**src/rtl/hazard_ctrl_unit.sv**
```systemverilog
// Hazard, forwarding and pipeline-control unit for the 5-stage RISC-V core.
// Handles redirect flush windows, load-use stalls, multi-cycle EX ops with timeout, and perf counters.
module hazard_ctrl_unit #(
  parameter int REG_AW       = 5,
  parameter int FLUSH_CYCLES = 1,
  parameter int MC_TIMEOUT   = 64,
  parameter int CNT_W        = 16
) (
  input  logic              clk,
  input  logic              rst,
  input  logic [REG_AW-1:0] rs1_id_ex,
  input  logic [REG_AW-1:0] rs2_id_ex,
  input  logic [REG_AW-1:0] rd_ex_mem,
  input  logic [REG_AW-1:0] rd_mem_wb,
  input  logic              reg_write_ex_mem,
  input  logic              reg_write_mem_wb,
  input  logic              mem_read_id_ex,
  input  logic [REG_AW-1:0] rd_id_ex,
  input  logic [REG_AW-1:0] rs1_if_id,
  input  logic [REG_AW-1:0] rs2_if_id,
  input  logic              branch_taken,
  input  logic              jump_ex_mem,
  input  logic              mc_start,
  input  logic              mc_done,
  output logic [1:0]        forward_A,
  output logic [1:0]        forward_B,
  output logic              pc_write,
  output logic              retain_if_id,
  output logic              retain_id_ex,
  output logic              flush_if_id,
  output logic              flush_id_ex,
  output logic              flush_ex_mem,
  output logic              mc_kill,
  output logic              mc_timeout_err,
  output logic [CNT_W-1:0]  stall_cnt,
  output logic [CNT_W-1:0]  flush_cnt
);

  localparam int TO_W = (MC_TIMEOUT > 2) ? $clog2(MC_TIMEOUT) : 1;
  localparam int FC_W = (FLUSH_CYCLES > 1) ? $clog2(FLUSH_CYCLES) : 1;

  typedef enum logic [1:0] {
    ST_RUN      = 2'd0,
    ST_MC_BUSY  = 2'd1,
    ST_REDIRECT = 2'd2
  } state_t;

  state_t            state_reg;
  logic [FC_W-1:0]   flush_left_reg;
  logic [TO_W-1:0]   mc_age_reg;
  logic              timeout_err_reg;
  logic [CNT_W-1:0]  stall_cnt_reg;
  logic [CNT_W-1:0]  flush_cnt_reg;

  // ---------------------------------------------------------------
  // Operand forwarding: EX/MEM has priority, x0 never forwarded.
  // ---------------------------------------------------------------
  logic [REG_AW-1:0] rs_ex [2];
  logic [1:0]        fwd_sel [2];

  assign rs_ex[0] = rs1_id_ex;
  assign rs_ex[1] = rs2_id_ex;

  generate
    for (genvar gi = 0; gi < 2; gi++) begin : g_fwd
      always_comb begin
        fwd_sel[gi] = 2'b00;
        if (reg_write_ex_mem && (rd_ex_mem != '0) && (rd_ex_mem == rs_ex[gi])) begin
          fwd_sel[gi] = 2'b10;
        end else if (reg_write_mem_wb && (rd_mem_wb != '0) && (rd_mem_wb == rs_ex[gi])) begin
          fwd_sel[gi] = 2'b01;
        end
      end
    end
  endgenerate

  assign forward_A = fwd_sel[0];
  assign forward_B = fwd_sel[1];

  // ---------------------------------------------------------------
  // Event detection
  // ---------------------------------------------------------------
  logic redirect;
  logic load_use;
  logic mc_expire;

  assign redirect  = branch_taken | jump_ex_mem;
  assign load_use  = mem_read_id_ex && (rd_id_ex != '0) &&
                     ((rd_id_ex == rs1_if_id) || (rd_id_ex == rs2_if_id));
  assign mc_expire = (mc_age_reg == TO_W'(MC_TIMEOUT - 1));

  // ---------------------------------------------------------------
  // Control decode. Responses (flush, stall, kill) must take effect in
  // the same cycle the event is seen, so they come from state + inputs.
  // ---------------------------------------------------------------
  logic pc_write_next;
  logic retain_if_id_next;
  logic retain_id_ex_next;
  logic flush_if_id_next;
  logic flush_id_ex_next;
  logic flush_ex_mem_next;
  logic mc_kill_next;
  logic stall_evt;
  logic flush_evt;

  always_comb begin
    pc_write_next     = 1'b1;
    retain_if_id_next = 1'b0;
    retain_id_ex_next = 1'b0;
    flush_if_id_next  = 1'b0;
    flush_id_ex_next  = 1'b0;
    flush_ex_mem_next = 1'b0;
    mc_kill_next      = 1'b0;
    stall_evt         = 1'b0;
    flush_evt         = 1'b0;

    if (rst) begin
      pc_write_next = 1'b1;
    end else if (redirect) begin
      flush_if_id_next  = 1'b1;
      flush_id_ex_next  = 1'b1;
      flush_ex_mem_next = 1'b1;
      flush_evt         = 1'b1;
      mc_kill_next      = (state_reg == ST_MC_BUSY);
    end else begin
      case (state_reg)
        ST_RUN: begin
          if (load_use) begin
            pc_write_next     = 1'b0;
            retain_if_id_next = 1'b1;
            flush_id_ex_next  = 1'b1;
            stall_evt         = 1'b1;
          end
        end
        ST_MC_BUSY: begin
          if (!mc_done) begin
            pc_write_next     = 1'b0;
            retain_if_id_next = 1'b1;
            retain_id_ex_next = 1'b1;
            flush_ex_mem_next = 1'b1;
            stall_evt         = 1'b1;
            mc_kill_next      = mc_expire;
          end
        end
        ST_REDIRECT: begin
          flush_if_id_next  = 1'b1;
          flush_id_ex_next  = 1'b1;
          flush_ex_mem_next = 1'b1;
        end
        default: begin
          pc_write_next = 1'b1;
        end
      endcase
    end
  end

  assign pc_write       = pc_write_next;
  assign retain_if_id   = retain_if_id_next;
  assign retain_id_ex   = retain_id_ex_next;
  assign flush_if_id    = flush_if_id_next;
  assign flush_id_ex    = flush_id_ex_next;
  assign flush_ex_mem   = flush_ex_mem_next;
  assign mc_kill        = mc_kill_next;
  assign mc_timeout_err = timeout_err_reg;
  assign stall_cnt      = stall_cnt_reg;
  assign flush_cnt      = flush_cnt_reg;

  // ---------------------------------------------------------------
  // State, window/timeout counters, sticky error, perf counters
  // ---------------------------------------------------------------
  always_ff @(posedge clk) begin
    if (rst) begin
      state_reg       <= ST_RUN;
      flush_left_reg  <= '0;
      mc_age_reg      <= '0;
      timeout_err_reg <= 1'b0;
      stall_cnt_reg   <= '0;
      flush_cnt_reg   <= '0;
    end else begin
      if (stall_evt && (stall_cnt_reg != {CNT_W{1'b1}})) begin
        stall_cnt_reg <= stall_cnt_reg + 1'b1;
      end
      if (flush_evt && (flush_cnt_reg != {CNT_W{1'b1}})) begin
        flush_cnt_reg <= flush_cnt_reg + 1'b1;
      end

      if (redirect) begin
        // The detecting cycle is the first flush cycle; REDIRECT covers the rest.
        if (FLUSH_CYCLES > 1) begin
          state_reg      <= ST_REDIRECT;
          flush_left_reg <= FC_W'(FLUSH_CYCLES - 1);
        end else begin
          state_reg      <= ST_RUN;
          flush_left_reg <= '0;
        end
      end else begin
        case (state_reg)
          ST_RUN: begin
            if (mc_start) begin
              state_reg  <= ST_MC_BUSY;
              mc_age_reg <= '0;
            end
          end
          ST_MC_BUSY: begin
            if (mc_done) begin
              state_reg <= ST_RUN;
            end else if (mc_expire) begin
              state_reg       <= ST_RUN;
              timeout_err_reg <= 1'b1;
            end else begin
              mc_age_reg <= mc_age_reg + 1'b1;
            end
          end
          ST_REDIRECT: begin
            flush_left_reg <= flush_left_reg - 1'b1;
            if (flush_left_reg <= FC_W'(1)) begin
              state_reg <= ST_RUN;
            end
          end
          default: begin
            state_reg <= ST_RUN;
          end
        endcase
      end
    end
  end

endmodule

```
**config.mk**
```make
export PLATFORM = sky130hd
export DESIGN_NAME = hazard_ctrl_unit
export DESIGN_NICKNAME = d
export VERILOG_FILES = /design/src/rtl/hazard_ctrl_unit.sv
export SDC_FILE = /design/constraint.sdc
export NUM_CORES = 1
export LEC_CHECK = 0
export CORE_MARGIN = 2
export CORE_UTILIZATION = 47
export DETAILED_ROUTE_END_ITERATION = 12
export PLACE_DENSITY = 0.85
export SLEW_MARGIN = 20
export SYNTH_ARGS = -nofsm -noshare
export SYNTH_HDL_FRONTEND = slang
export SYNTH_SLANG_ARGS = --single-unit
```
**constraint.sdc**
```tcl
create_clock -name clk -period 5 [get_ports clk]
set_input_delay 0.75 -clock clk [delete_from_list [all_inputs] [get_ports clk]]
set_output_delay 0.75 -clock clk [all_outputs]
set_load 0.01 [all_outputs]
```
==> results.yml, run 1 <==
place:
  port_buffers: 87
  place_area_sq_mm: 0.00319
  gp_congestion: 0.850
  dpl.hpwl_microns: 4350
  place_ws_ns: 1.25
power:
  p_sw_uw: 162
  ir_worst_vdd_mv: 0.174
  combinationalPowerShare_pct: 15.9
  power.leakage_nw: 1.15
  p_seq_share_pct: 50.0
  internal_power_uw: 491
  p_per_area_mw_per_mm2: 199
  p_clk_share_pct: 34.1
  swShare_pct: 24.8
  finalPower_uw: 653
logic_synthesis:
  synth_seq_cells: 40
  netlist_instances: 271
  synth_xor_xnor_area_share_pct: 20.5
  yosys.area_share.simple_pct: 29.4
  synth_fp_nets: 318
  syn_area_per_cell_sq_um: 8.37
  yosysSeqAreaShare_pct: 35.3
  yosysWarnings: 0
  synth_top_area_cell: "dfxtp_1"
  synthAdderAreaFrac_pct: 1.66
  yosys-top-cells-area: "dfxtp_1, xor2_1, xnor2_1"
  syn_area_sq_mm: 0.00227
  ys_types: 43
  muxShareOfSynthArea_pct: 1.38
  synth_compound_area_share_pct: 9.60
  synth_top_area_share_pct: 35.3
  synth_top_family_by_area: "simple AND/OR/NAND/NOR gates"
routing:
  drc: 0
  firstDrtPassIters: 4
  via_per_inst: 5.45
  ant_nets: 0
  dr_total_vias: 2266
  wl_per_cell_microns: 13.8
  wl_microns: 5720
  drt-initial-drc-count: 72
global_route:
  grt_antenna_before_repair: 0
  grt_pass1_vias: 2010
  overflow: 0
  grt_pass1_wl_microns: 8730
  grtUsageTotal_pct: 20.3
  grt_max_degree: 34
flow_run:
  drv_cap: 0
final_layout:
  fin_area_sq_mm: 0.00328
  final_cell_mix: "clkdlybuf4s50_1, dfxtp_1, nor2_1"
  final_common_cell: "clkdlybuf4s50_1"
  fillers: 400
  layout.nets: 408
  drive_above_1_share_pct: 5.25
  n_antenna_cell: 0
  syn2layout_area_growth_pct: 44.6
timing:
  maxSlewViolCount: 0
  tns_ns: 0
  hold_violations: 0
  setup_viol: 0
  max_freq_mhz: 268
  maxSlewHeadroom_pct: 53.9
  rsz0062_at_grt: "false"
  tightestPinTransition_ns: 0.686
  whs_ns: 0.482
  finalCritPeriodShare_pct: 74.7
  period_needed_ns: 3.73
  worst_slack_ns: 1.27
  skew_ns: 0.00212
worst_setup_path:
  rr_startpoint: "stall_cnt[2]"
  crit_chain: "clkdlybuf4s50_1, or4_1, o21ai_0, nor4_1, nor4_1, clkdlybuf4s50_1"
  crit_family: "buffers and inverters"
  cp_max_fo: 3
  cp_data_required_time_ns: 4.25
  setup.worst_path.start: "rd_ex_mem[1]"
  slowest_stage: "clkdlybuf4s50_1"
  crit_path_start_kind: "input port"
  cp.arrival_ns: 2.98
  worst-path-buf-inv: 2
  ff2ff_setup_slack_ns: 2.93
  worstSetupPathType: "in2out"
  crit_path_max_incr_delay_ns: 0.58
  crit_path_end_kind: "output pin"
clock_tree:
  cts.sinks: 40
  root_buffer: "clkbuf_8"
  hold_buffers: 0
  ctsResizeCount: 0
  max-clock-path-buffers: 2
  numCtsBuffers: 5
  cts.clk_slew.worst_paths_ns: 0.07
  cts_tree: "built"
  clk_latency_ns: 0.29
  cts_htree_levels: 2
  post_cts.repair.setup_buffers: 0
die:
  core_area_sq_mm: 0.00469
  die_y_microns: 73.5
  die_w_microns: 73.5
  start_util_pct: 48.3
  die_area_sq_mm: 0.00540
  ios: 88
  rows: 25
hold_path:
  worstHoldStart: "mc_timeout_err"
  hold_class: "reg2reg"
outcome:
  status: "completed"
power groups by stage:
stage	sequential, mW	combinational, mW	clock (mW)
floorplan	0.334	0.0424	0
global placement	0.334	0.102	0
detailed placement	0.334	0.103	0
CTS	0.326	0.104	0.227
global route	0.327	0.112	0.237
finish	0.326	0.104	0.223
cell type report:
type	count	area (sq um)	area share [%]
clock buffers	6	82.6	2.52
well taps	54	67.6	2.06
flip-flops and latches	40	801	24.4
clock inverters	2	10.0	0.305
multi-input cells	220	1420	43.2
inverters	6	22.5	0.687
repair buffers	88	878	26.8
per-stage QoR:
stage	utilization, %	instances
global placement	67.9	408
finish	69.9	416
CTS	69.9	416
floorplan	-	271
global route	69.9	416
detailed placement	67.9	408
cell usage after synthesis:
cell type and instances:
or2_2 1, nor2_1 38, or3_1 5, ha_1 3
xnor2_1 19, nand3_2 1, nor4_1 6, a21o_2 1
nand4b_1 2, buf_6 1, o311ai_0 2, o211ai_1 1
a31oi_4 1, nor2b_1 2, nand4_2 1, a21oi_1 11
xor2_1 34, and4_4 1, nor3_1 2, and3_1 9
and2_1 1, nor2_2 1, o22ai_1 1, mux2_2 1
mux2i_1 2, o21ai_0 9, nor3b_1 1, or3_4 1
or4_1 6, nand2b_1 2, nand2_1 21, clkbuf_1 4
inv_1 5, o41ai_1 2, nand2_2 1, o31a_1 1
clkinv_1 1, a21boi_1 1, o21a_1 1, nand4_1 12
o31ai_1 2, nand3_1 14, dfxtp_1 40
path summary, 6_finish.rpt:
path | end | cells after the start
max | forward_B[0] | 6
min | mc_timeout_err | 2
max reg2reg | stall_cnt[5] | 7
min reg2reg | mc_timeout_err | 2
tightest hold or removal path: stages, from the launching register on:
cell     delay (ns)
dfxtp_1        0.34
nor2_1         0.05
nor2_1         0.07
routing by layer:
layer | up-vias | GRT usage (%) | part of all wire, % | wire length (microns)
met5 | - | 0 | 0 | 0
met4 | 0 | 7.07 | 1.4 | 80
met3 | 7 | 5.90 | 8.3 | 473
met2 | 81 | 34.1 | 45 | 2600
met1 | 1043 | 24.7 | 45 | 2570
li1 | 1135 | - | - | -
cell families after synthesis:
family	count (synthesis)
adder cells (fa/ha/maj)	3
multiplexers	3
flip-flops	40
XOR/XNOR	53
buffers and inverters	11
AND/OR/NAND/NOR	128
AO/OA/AOI/OAI	33
Power figures use the tool's default switching activity.
==> inputs of run 2 (changes only) <==
Settings changed: CORE_UTILIZATION 47 to 44, PLACE_DENSITY 0.85 to 0.81.
Clock period 5 ns to 3.6 ns, I/O delays scaled along.
==> run 2 against run 1 <==
Against the previous run: power increased by 47%; sequential share of layout area fell by 0.37 points; sequential power is 39% higher; clock-buffer cell count unchanged; global-route usage about the same; combinational power up 42%; die area is 6.4% higher; wire length rose by 3.6%; flip-flop and latch count unchanged; final area increased by 1.5%; cell count rose by 4.3%.
==> results.yml, run 2 (synthesis gave the netlist of run 1 again) <==
die:
  ios: 88
  die_y_microns: 75.8
  rows: 26
  die_w_microns: 75.8
  die_area_sq_mm: 0.00574
  core_area_sq_mm: 0.00504
  start_util_pct: 45.0
clock_tree:
  hold_buffers: 0
  ctsResizeCount: 0
  cts.clk_slew.worst_paths_ns: 0.07
  post_cts.repair.setup_buffers: 0
  cts_htree_levels: 2
  max-clock-path-buffers: 2
  root_buffer: "clkbuf_8"
  clk_latency_ns: 0.29
  numCtsBuffers: 5
  cts_tree: "built"
  cts.sinks: 40
routing:
  drc: 0
  drt-initial-drc-count: 72
  wl_microns: 5930
  dr.max_layer_used: "met4"
  firstDrtPassIters: 4
  dr_total_vias: 2251
  via_per_inst: 5.19
  met1_length_microns: 2650
  wl_met2_microns: 2860
  wl_per_cell_microns: 13.7
  ant_nets: 0
  route.met3.wl_microns: 337
timing:
  hold_violations: 0
  period_needed_ns: 3.48
  tns_ns: 0
  maxSlewViolCount: 0
  skew_ns: 0.00802
  rsz0062_at_grt: "false"
  max_freq_mhz: 288
  finalCritPeriodShare_pct: 96.6
  setup_viol: 0
  maxSlewHeadroom_pct: 52.6
  tightestPinTransition_ns: 0.705
worst_setup_path:
  worst-path-buf-inv: 2
  worstReg2RegEnd: "stall_cnt[5]"
  ff2ff_setup_slack_ns: 1.58
  crit_path_max_incr_delay_ns: 0.62
  crit_path_start_kind: "input port"
  worstSetupPathType: "in2out"
  slowest_stage: "clkdlybuf4s50_1"
  crit_chain: "clkdlybuf4s50_1, or4_1, o21ai_0, nor4_1, nor4_1, clkdlybuf4s50_1"
  path_depth: 6
  cp_data_required_time_ns: 3.06
  critPathCapture: "forward_A[0]"
  crit_family: "buffers and inverters"
  rr_startpoint: "stall_cnt[3]"
  crit_path_end_kind: "output pin"
  cp.arrival_ns: 2.94
  worst-r2r-cell-count: 7
  cp_max_fo: 3
  setup.worst_path.start: "rd_ex_mem[1]"
final_layout:
  final_common_cell: "clkdlybuf4s50_1"
  n_antenna_cell: 0
  final_cell_mix: "clkdlybuf4s50_1, dfxtp_1, nor2_1"
  drive_above_1_share_pct: 5.49
  multiInputGateArea_sq_mm: 0.00142
  syn2layout_area_growth_pct: 46.9
  layout.area.seq_sq_um: 801
  fillers: 424
  layout.nets: 410
hold_path:
  hold_class: "reg2reg"
power:
  power.leakage_nw: 1.17
  ir_worst_vdd_mv: 0.240
  p_per_area_mw_per_mm2: 288
  finalPower_uw: 957
global_route:
  grt_antenna_before_repair: 0
  grt_pass1_wl_microns: 9070
  overflow: 0
  grt_max_degree: 23
  grtUsageTotal_pct: 20.3
  grt_pass1_vias: 2075
flow_run:
  drv_cap: 0
place:
  port_buffers: 87
  dpl.hpwl_microns: 4550
  gp_congestion: 0.770
outcome:
  status: "completed"
## run 2: layout make-up
type / instances / area share (%)
clock inverters: 2 / 1.05
repair buffers: 90 / 26.8
clock buffers: 6 / 2.18
multi-input cells: 220 / 42.6
inverters: 6 / 0.676
well taps: 70 / 2.63
flip-flops and latches: 40 / 24.1
## run 2: how the worst min path moves through the flow
stage	from	to	slack [ns]	depth (start not counted)
2_1_floorplan	mc_age_reg[1]	mc_age_reg[1]	0.46	2
3_3_place_gp	mc_timeout_err	mc_timeout_err	0.46	2
3_5_place_dp	mc_timeout_err	mc_timeout_err	0.48	2
4_1_cts	mc_timeout_err	mc_timeout_err	0.49	2
5_1_grt	mc_timeout_err	mc_timeout_err	0.52	2
6_report	mc_timeout_err	mc_timeout_err	0.48	2
## run 2: worst min-delay path: cells and delay by family (launching register included)
family | cells | cell delay [ns]
flops | 1 | 0.33
simple gates | 2 | 0.12
## run 2: power by group
group	switching (mW)	internal (mW)
clock	0.151	0.206
combinational	0.0634	0.0849
sequential	0.00652	0.446
## run 2: routing by layer
layer	GRT usage, %	vias to the layer above
met2	36.6	69
li1	-	1140
met5	0	-
met3	3.44	7
met1	24.1	1035
met4	7.02	0
## run 2: metrics by stage
step           util, %  cells  cell area (sq um)  setup WS (ns)  hold WS (ns)
3_5_place_dp      63.9    426               3220          0.221         0.477
6_report          66.0    434               3330          0.123         0.483
4_1_cts           66.0    434               3330          0.221         0.494
3_3_place_gp      63.9    426               3220          0.355         0.457
2_1_floorplan        -    271               2270           1.23         0.459
5_1_grt           66.0    434               3330         0.0512         0.521
==> RTL edit: new RTL, settings of run 2 <==
Put one more register stage on the output `mc_timeout_err`, cleared by the reset. The value now appears one clock later. The other outputs are not delayed to match.
--- a/src/rtl/hazard_ctrl_unit.sv
+++ b/src/rtl/hazard_ctrl_unit.sv
@@ -161,7 +161,13 @@
   assign flush_id_ex    = flush_id_ex_next;
   assign flush_ex_mem   = flush_ex_mem_next;
   assign mc_kill        = mc_kill_next;
-  assign mc_timeout_err = timeout_err_reg;
+  always_ff @(posedge clk) begin
+    if (rst) begin
+      mc_timeout_err <= '0;
+    end else begin
+      mc_timeout_err <= timeout_err_reg;
+    end
+  end
   assign stall_cnt      = stall_cnt_reg;
   assign flush_cnt      = flush_cnt_reg;
 
Function: no difference found for any inputs over 4 cycles, from zero or initial values and one cycle with rst high; that may be too few to reach the edited logic, so the function may still have changed.
==> RTL edit against run 2 <==
  * Total power up 2.7%
  * Critical endpoint is now pc_write
  * Wire length up 1.7%
  * Largest cell class unchanged
  * Largest power group unchanged
  * Highest routed layer unchanged
  * Worst setup slack better by 100 ps
  * Final area up 2.1%
  * Synthesized area up 3.9%
  * Utilization up 0.085 points
  * Sequential cell count up 1
==> RTL edit: results (changes against run 2) <==
- Status: complete, no violations
- Min-Delay Startpoint: timeout_err_reg
- Cells on worst reg2reg path: 6 (-1)
- Beginning of the critical path: rd_id_ex[1]
- Leak: 1.149 nW (-1.6%)
- Synthesized Nets: 329 (+3.5%)
- Max Freq: 0.2964 GHz (+3.0%)
- CP arrival: 2830 ps (-110 ps)
- Vias: 2325 (+3.3%)
- Synth Area in Adders: 1.594% (-0.062 points)
- Sequential power: 0.463 mW (+2%)
- Endpoint, Worst Hold: mc_timeout_err
- Source of the worst register-to-register timing path: state_reg[0]
- GRT Total Usage: 20.14% (-0.15 points)
- Clk power: 0.369 mW (+4%)
- Vias in the first global route: 2191 (+5.6%)
- Largest net degree at the start of global routing: 42 (+83%)
- Clock skew: 12.47 ps (+4.449 ps)
- Synth top area cells: dfxtp_1 (35%), xor2_1 (11%), xnor2_1 (9.7%), nor2_1 (5.6%), nand4_1 (4.0%)
- Worst path max stage delay: 620 ps (about the same)
- Port buffer count: 87 (unchanged)
- CP endpoint: pc_write
- Peak supply drop: 326.2 µV (+36%)
- Worst-margin pin slew: 545.1 ps (-159.9 ps)
- Share of layout cells above drive strength 1: 4.865% (-0.63 points)
- FILL cells: 464 (+9.4%)
- Initial DRC count: 51 (-29%)
- Dpl ws: 239.3 ps (+17.90 ps)
- Final net count: 416 (+1.5%)
- Xor/xnor share of the synthesized area: 20.83% (+0.35 points)
- GP Congestion: 0.8594 (+12%)
- Hold path depth: 1 (-1)
- Root Buffer: clkbuf_8
- First-pass GRT wire length: 9956 µm (+9.7%)
- Dpl cells: 432 (+1.4%)
- Switching power: 0.2312 mW (+4.9%)
- Worst R2R Setup Slack: 1600 ps (+20 ps)
- Post-synth top cells: dfxtp_1 (41), nor2_1 (35), xor2_1 (30)
- Critical R2R Capture: stall_cnt[10]
- Detailed placement HPWL: 4626 µm (+1.7%)
- Peak fanout along the critical path: 10 (+7)
- Post-Synthesis Cells: 282 (+4.1%)
- Post-synthesis sequential area ratio: 34.86% (-0.46 points)
- Post-CTS sizing: 0 (unchanged)
- Multiplexer share of the synthesized area: 1.328% (-0.051 points)
- Routed WL per cell: 13.70 µm (+0.27%)
- Hold slack: 471.6 ps (-11.33 ps)
- Initial DRT Pass Iterations: 5 (+1)
- WL final: 6028 µm (+1.7%)
-- RTL edit: changes by cell type in the layout (fill, tap and decap cells not counted), sizes merged, moves of 3 or more --
cell | run 2 | this run
nand2 | 22 | 15
xnor2 | 19 | 26
nor3 | 2 | 7
nor2 | 39 | 35
xor2 | 34 | 30
nand2b | 2 | 5
nand3 | 15 | 12
or3 | 6 | 9
-- RTL edit: routing by layer --
metal / part of all wire [%] / track usage, %
met5: 0 / 0
met4: 0.51 / 3.750
met3: 6.7 / 6.235
met2: 49 / 34.52
met1: 44 / 25.00
-- RTL edit: layout make-up --
| type | count | area, µm² | share of cell area, % |
|---|---|---|---|
| clock buffers | 6 | 72.57 | 2.135 |
| clock inverters | 2 | 38.79 | 1.141 |
| flip-flops and latches | 41 | 820.8 | 24.15 |
| inverters | 6 | 22.52 | 0.6627 |
| repair buffers | 89 | 885.9 | 26.07 |
| well taps | 70 | 87.58 | 2.577 |
| multi-input cells | 226 | 1470 | 43.26 |
